## config.mk

```make
export PLATFORM = sky130hd
export DESIGN_NAME = pe_stream_ctrl
export DESIGN_NICKNAME = d
export VERILOG_FILES = /design/src/rtl/pe_stream_ctrl_pkg.sv /design/src/rtl/pe_stream_ctrl_wait_timer.sv /design/src/rtl/pe_stream_ctrl.sv
export SDC_FILE = /design/constraint.sdc
export NUM_CORES = 1
export LEC_CHECK = 0
export CAP_MARGIN = 20
export CORE_AREA = 5 5 87 89
export DETAILED_ROUTE_END_ITERATION = 16
export DIE_AREA = 0 0 92 94
export PLACE_DENSITY = 0.8
export SYNTH_ARGS = -nofsm -noshare
export SYNTH_HDL_FRONTEND = slang
export SYNTH_HIERARCHICAL = 1
export SYNTH_SLANG_ARGS = --single-unit
```

## constraint.sdc

```tcl
create_clock -name clk -period 2.2 [get_ports clk]
set_input_delay 0.22 -clock clk [delete_from_list [all_inputs] [get_ports clk]]
set_output_delay 0.22 -clock clk [all_outputs]
set_load 0.05 [all_outputs]
```

## src/rtl/pe_stream_ctrl_pkg.sv

```systemverilog
// Shared types and default widths for the PE stream sequencer.
package pe_stream_ctrl_pkg;

    localparam int DATA_W_DEF  = 16;
    localparam int ACC_W_DEF   = 36;
    localparam int ADDR_W_DEF  = 2;
    localparam int TIMEOUT_DEF = 64;

    typedef enum logic [2:0] {
        ST_IDLE   = 3'd0,
        ST_STREAM = 3'd1,
        ST_DRAIN  = 3'd2,
        ST_FLUSH  = 3'd3,
        ST_WAIT   = 3'd4,
        ST_DONE   = 3'd5
    } state_e;

endpackage

```

## src/rtl/pe_stream_ctrl_wait_timer.sv

```systemverilog
// WAIT-state timeout counter: held at zero while idle, counts up while
// running, flags the terminal count TIMEOUT-1.
module pe_wait_timer #(
    parameter int TIMEOUT = 64
) (
    input  logic clk,
    input  logic rst_n,
    input  logic run_i,
    output logic tc_o
);

    localparam int CNT_W = (TIMEOUT > 2) ? $clog2(TIMEOUT) : 1;

    logic [CNT_W-1:0] cnt_q;
    logic [CNT_W-1:0] cnt_d;

    // Reload to zero whenever not running so every WAIT starts fresh.
    always_comb begin
        cnt_d = '0;
        if (run_i) begin
            cnt_d = cnt_q + CNT_W'(1);
        end
    end

    // Counter register.
    always_ff @(posedge clk or negedge rst_n) begin
        if (!rst_n) begin
            cnt_q <= '0;
        end else begin
            cnt_q <= cnt_d;
        end
    end

    assign tc_o = run_i && (cnt_q == CNT_W'(TIMEOUT - 1));

endmodule

```

## src/rtl/pe_stream_ctrl.sv

```systemverilog
// Sequencer feeding one PE from the activation/weight SRAMs.
//
//   state  | meaning
//   IDLE   | waiting for start
//   STREAM | issuing one read per cycle to both SRAMs
//   DRAIN  | last read data presented to the PE
//   FLUSH  | zero operands, input_done to the PE
//   WAIT   | waiting for calc_done, bounded by the timeout
//   DONE   | one-cycle done pulse
module pe_stream_ctrl
    import pe_stream_ctrl_pkg::*;
#(
    parameter int DATA_W  = DATA_W_DEF,
    parameter int ACC_W   = ACC_W_DEF,
    parameter int ADDR_W  = ADDR_W_DEF,
    parameter int TIMEOUT = TIMEOUT_DEF
) (
    input  logic              clk,
    input  logic              rst_n,
    input  logic              start_i,
    input  logic [ADDR_W:0]   len_i,
    output logic              busy_o,
    output logic              done_o,
    output logic              err_o,
    output logic [ACC_W-1:0]  result_o,
    output logic              act_rd_en_o,
    output logic [ADDR_W-1:0] act_addr_o,
    input  logic [DATA_W-1:0] act_rd_data_i,
    output logic              wgt_rd_en_o,
    output logic [ADDR_W-1:0] wgt_addr_o,
    input  logic [DATA_W-1:0] wgt_rd_data_i,
    output logic              pe_en_o,
    output logic [DATA_W-1:0] pe_active_o,
    output logic [DATA_W-1:0] pe_weight_o,
    output logic              pe_input_done_o,
    input  logic [ACC_W-1:0]  pe_sum_i,
    input  logic              pe_calc_done_i
);

    localparam logic [ADDR_W:0] LEN_MAX = {1'b1, {ADDR_W{1'b0}}};
    localparam logic [ADDR_W:0] LEN_ONE = {{ADDR_W{1'b0}}, 1'b1};

    state_e            state_q, state_d;
    logic [ADDR_W:0]   len_q, len_d;
    logic [ADDR_W-1:0] idx_q, idx_d;
    logic [ACC_W-1:0]  result_q, result_d;
    logic              err_q, err_d;
    logic              vld_q;
    logic              rd_en;
    logic              tc;
    logic [ADDR_W:0]   len_clamped;

    assign len_clamped = (len_i > LEN_MAX) ? LEN_MAX : len_i;

    pe_wait_timer #(
        .TIMEOUT (TIMEOUT)
    ) u_wait_timer (
        .clk   (clk),
        .rst_n (rst_n),
        .run_i (state_q == ST_WAIT),
        .tc_o  (tc)
    );

    // Next-state, captured length, read index, result and error flag.
    always_comb begin
        state_d  = state_q;
        len_d    = len_q;
        idx_d    = idx_q;
        result_d = result_q;
        err_d    = err_q;
        case (state_q)
            ST_IDLE: begin
                if (start_i) begin
                    err_d = 1'b0;
                    if (len_i == '0) begin
                        result_d = '0;
                        state_d  = ST_DONE;
                    end else begin
                        len_d   = len_clamped;
                        idx_d   = '0;
                        state_d = ST_STREAM;
                    end
                end
            end
            ST_STREAM: begin
                idx_d = idx_q + ADDR_W'(1);
                if ({1'b0, idx_q} == len_q - LEN_ONE) begin
                    state_d = ST_DRAIN;
                end
            end
            ST_DRAIN: state_d = ST_FLUSH;
            ST_FLUSH: state_d = ST_WAIT;
            ST_WAIT: begin
                // calc_done wins over a coincident timeout.
                if (pe_calc_done_i) begin
                    result_d = pe_sum_i;
                    state_d  = ST_DONE;
                end else if (tc) begin
                    err_d   = 1'b1;
                    state_d = ST_DONE;
                end
            end
            ST_DONE: state_d = ST_IDLE;
            default: state_d = ST_IDLE;
        endcase
    end

    // State and datapath registers.
    always_ff @(posedge clk or negedge rst_n) begin
        if (!rst_n) begin
            state_q  <= ST_IDLE;
            len_q    <= '0;
            idx_q    <= '0;
            result_q <= '0;
            err_q    <= 1'b0;
            vld_q    <= 1'b0;
        end else begin
            state_q  <= state_d;
            len_q    <= len_d;
            idx_q    <= idx_d;
            result_q <= result_d;
            err_q    <= err_d;
            vld_q    <= rd_en;
        end
    end

    assign rd_en           = (state_q == ST_STREAM);
    assign act_rd_en_o     = rd_en;
    assign wgt_rd_en_o     = rd_en;
    assign act_addr_o      = rd_en ? idx_q : '0;
    assign wgt_addr_o      = rd_en ? idx_q : '0;
    assign busy_o          = (state_q != ST_IDLE) && (state_q != ST_DONE);
    assign pe_en_o         = busy_o;
    assign done_o          = (state_q == ST_DONE);
    assign err_o           = err_q;
    assign result_o        = result_q;
    assign pe_input_done_o = (state_q == ST_FLUSH);
    // SRAM data arrives one cycle after the read; pass it straight through.
    assign pe_active_o     = vld_q ? act_rd_data_i : '0;
    assign pe_weight_o     = vld_q ? wgt_rd_data_i : '0;

endmodule

```

; Word-level counts from Yosys, hierarchy flattened
; Index checks and enable logic that the tools add are counted.
[word_totals]
reg_bits = 52
word_cells = 62
[classes]
addsub = 3
order_cmp = 1
n_eq_ne = 16
muxes = 22
n_bitwise = 1
n_reduce_logical = 12
[op_table]
columns = operator, count
row1 = $mux W36, 3
row2 = $pmux W36 S2, 1
row3 = $mux W16, 2
row4 = $mux W3, 6
row5 = $pmux W3 S5, 1
row6 = $ne A2 B2 Y1 const B, 6
row7 = $reduce_and A3 Y1, 3
row8 = $reduce_and A4 Y1, 2
row9 = $add A6 B1 Y6 const B, 1
row10 = $eq A3 B2 Y1 const B, 2
row11 = $eq A3 B3 Y1 const B, 2
row12 = $eq A6 B6 Y1 const B, 1
row13 = $logic_not A3 Y1, 2
row14 = $mux W2, 3
row15 = $mux W6, 1
row16 = $ne A3 B3 Y1 const B, 2
row17 = $pmux W2 S2, 1
row18 = $reduce_bool A2 Y1, 2
row19 = $eq A2 B3 Y1, 1
row20 = $eq A3 B1 Y1 const B, 1
row21 = $gt A3 B3 Y1 const B, 1
row22 = $mux W1, 3
row23 = $reduce_bool A3 Y1, 1
row24 = $sub A3 B1 Y3 const B, 1
row25 = 5 further kinds, 6

; Longest topological paths before layout
[logic_depth]
ltp_word = 5
ltp_mapped = 6

; Cells and area by module
; The synthesis kept the hierarchy.
[by_module_without_submodules]
columns = mod, instances, cells_per_inst, area_each_um2, seq_area_each_um2
row1 = pe_stream_ctrl, 1, 179, 2150.8, 1151.1
row2 = pe_wait_timer, 1, 24, 270.3, 150.1

; Least setup slack after synthesis
; No wires, ideal clock.
[synth_timing]
path_type = register -> output
start = register state_q[1]
end = output port wgt_addr_o[0]
arrival_time_ps = 2300
setup_slack_ps = -320
path_stages_with_launch = 5
path_buffers = 2
path_cell_list = dfrtp_1 > buf_2 > nor3b_2 > and2_1 > buf_4
[synth_between]
elab_chain_cells = 2
[synth_lines]
columns = item, line
row1 = from (decl), pe_stream_ctrl.sv:43  ; state_e state_q, state_d;
row2 = from (signal assigned), pe_stream_ctrl.sv:118  ; state_q <= state_d;
row3 = $eq A3 B1 Y1, pe_stream_ctrl.sv:127  ; assign rd_en = (state_q == ST_STREAM);
row4 = net act_rd_en_o, pe_stream_ctrl.sv:26  ; output logic act_rd_en_o,
row5 = $mux W2, --
row6 = to (decl), pe_stream_ctrl.sv:30  ; output logic [ADDR_W-1:0] wgt_addr_o,
; The timed path passes the listed nets, and every way through them passes these cells.

; Worst setup path after layout
[layout_timing]
start = register state_q[1]
end = register result_q[27] (netlist: result_o[27])
[layout_between]
elab_chain_cells = 3
[layout_lines]
columns = item, line
row1 = $eq A3 B3 Y1 / $logic_not A3 Y1 (equally long branches), pe_stream_ctrl.sv:71  ; case (state_q)
row2 = $ne A2 B2 Y1 (no line) / $reduce_bool A2 Y1 (equally long branches), --
row3 = $reduce_and A4 Y1 (no line), --
row4 = to (signal assigned), pe_stream_ctrl.sv:121  ; result_q <= result_d;
row5 = to (decl), pe_stream_ctrl.sv:46  ; logic [ACC_W-1:0] result_q, result_d;
; Several ways; a longest one is shown, not always the timed one.
; A chain may end at the register's enable or synchronous reset.

==> results.toml <==
[status]
status = "complete, no violations"

[synth]
synth_top_area_share_pct = 53.7
syn_nets = 280
ys.flop_type = "dfrtp_1"
syn_area_mm2 = 0.00242
synth_edf_count = 0
yosysTopAreaCell = "dfrtp_1"
synth.yosys.seq_area_share_pct = 53.7
synthArstFlopShare_pct = 100
synth.avg_cell_area_um2 = 11.9
syn_inst = 203
synth_area_leaders = "dfrtp_1 54%, a22o_1 13%, and2_1 10%, buf_6 2.8%, xnor2_1 2.2%"
ys_warn_count = 6
synth_cell_types = 37
yosysMostFrequentCell = "dfrtp_1"
synth-seq-cells = 52
yosys-top-cells-count = "52 x dfrtp_1, 39 x and2_1, 36 x a22o_1"

[finish]
fill_cells = 550
fin_util_pct = 60.5
stdcell_area_mm2 = 0.00404
regArea_mm2 = 0.00130
multiInputGateArea_um2 = 988
syn_to_final_growth_pct = 67.0
layout.nets = 427
drive_gt1_share_pct = 17.4
antenna_cells = 0

[detailed_routing]
post-route-drc-count = 0
vias_per_cell = 4.97
vias = 2140
finalWirelength_um = 7030
wl_per_cell_um = 16.3
dr.pass1.iters = 4
ant_nets = 0
drt_iter0_markers = 68

[power]
power.density_mw_per_mm2 = 1580
finalPower_mw = 6.40
peakVddDrop_mv = 0.952
p_leak_nw = 1.85

[floorplan]
die_area_mm2 = 0.00865
die_y_um = 94
chipWidth_um = 92
ioPinCount = 154
initial_core_util_pct = 36.2
num_rows = 30
core-area_mm2 = 0.00668

[critical_path]
worstPathMaxFanout = 36
critPathArrivalTime_ps = 2200
cp-start-kind = "flip-flop"
cp_data_required_time_ps = 2440
critical_path_class = "reg -> reg"
cp-end-kind = "flip-flop"
r2r_slack_ps = 230

[cts]
numCtsBuffers = 5
cts_sinks = 52
path_clk_slew_ps = 100
clk_latency_ps = 300
cts_tree = "yes"
clock_path_buffers = 2
cts_root_buf = "clkbuf_8"
cts_setup_buffers = 0
htreeDepth = 2

[timing]
rsz0062_at_grt = "false"
tightest_slew_ps = 915
slew_headroom_pct = 38.8
slew_violations = 0
skew_ps = 8.37
final_hold_viol_count = 0
final-setup-viol-count = 0
fin_crit_ps = 1970
setup_tns_ps = 0
max_freq_mhz = 509
fin_crit_sh_pct = 89.4

[global_route]
grt_first_pass_wirelength_um = 11400
first_global_vias = 2276
grt_max_degree = 37
grt.overflow.total = 0
grt_usage_pct = 16.6
antenna_found_initial = 0

[placement]
post_dp_cell_area_mm2 = 0.00391
numPortBuffers = 153
dp_hpwl_um = 5560
gp_congestion = 0.703

[run]
cap_violations = 0

[min_path]
min_path_type = "in -> async"
cell families after synthesis:
group | after synthesis | share of synthesized area [%]
mux | 1 | 0.413
simple gates | 68 | 18.7
flops | 52 | 53.7
fa+ha+maj | 2 | 1.03
buf+inv | 21 | 5.79
compound gates | 51 | 17.5
xor+xnor | 8 | 2.89
registers in the layout, summed over array words and instances, names as in the netlist:
| register | flops |
|---|---|
| result_o | 36 |
| u_wait_timer/cnt_q | 6 |
| len_q | 3 |
| state_q | 3 |
| idx_q | 2 |
| err_o | 1 |
| vld_q | 1 |
worst max-delay path, stage by stage (launching register included):
cell and delay [ps]:
dfrtp_1 620, and4bb_1 320, a21oi_4 710, a22o_1 240
layer usage:
metal  GRT usage, %  vias up  part of all wire (%)
met5              0        -                     0
met4           3.34        0                  0.73
met3           7.53        4                    13
met2           29.4      132                    49
met1           18.5     1004                    38
li1               -     1000                     -
where the power goes:
group	switching (mW)	total [mW]	leakage, nW	internal, mW
sequential	0.321	1.62	0.683	1.30
combinational	2.60	4.10	1.11	1.50
clock	0.310	0.682	0.0614	0.372
total	3.23	6.40	1.85	3.17
final timing paths:
path                                        from                    end  cells after the start
setup / recovery                      state_q[1]           result_o[27]                      3
hold / removal                             rst_n            result_o[8]                      2
setup reg to reg                      state_q[1]           result_o[27]                      3
hold reg to reg            u_wait_timer/cnt_q[0]  u_wait_timer/cnt_q[0]                      1
max in group asynchronous                  rst_n  u_wait_timer/cnt_q[1]                      3
min in group clk           u_wait_timer/cnt_q[0]  u_wait_timer/cnt_q[0]                      1
metrics by stage:
step                      cells  worst slack [ps]  hold slack, ps
after floorplan             203               111           -75.6
after global placement      422               272             261
after detailed placement    422               201             258
after CTS                   431               206             462
after global routing        431              67.5             494
final                       431               234             448
layout by cell type, fill, tap and decap left out, types with 2 or more instances in the layout:
cell type	Yosys	layout
xor2_1	2	2
xnor2_1	6	6
a22o_1	36	36
ha_1	2	2
clkbuf_8	0	6
nand2_1	4	4
o21ai_0	6	6
dfrtp_1	52	52
nand2b_1	3	3
buf_12	0	5
buf_4	4	39
clkdlybuf4s50_1	0	110
nor2_1	7	7
inv_1	4	4
nor2b_1	3	3
and2_2	0	2
a2bb2oi_1	2	2
and2_1	39	37
cell type report:
type | instances | share of cell area, %
Clock buffer | 6 | 2.04
Multi-Input combinational cell | 130 | 24.4
Timing Repair Buffer | 157 | 37.5
Sequential cell | 52 | 32.2
Tap cell | 80 | 2.48
Inverter | 4 | 0.371
Clock inverter | 2 | 0.959
what timing repair did:
| action | in CTS | in global routing |
|---|---|---|
| setup endpoints to repair | 1 | 0 |
| hold endpoints to repair | 24 | 0 |
| hold buffers | 1 | 0 |
| gates resized for setup | 1 | 0 |
Power figures use the tool's default switching activity.
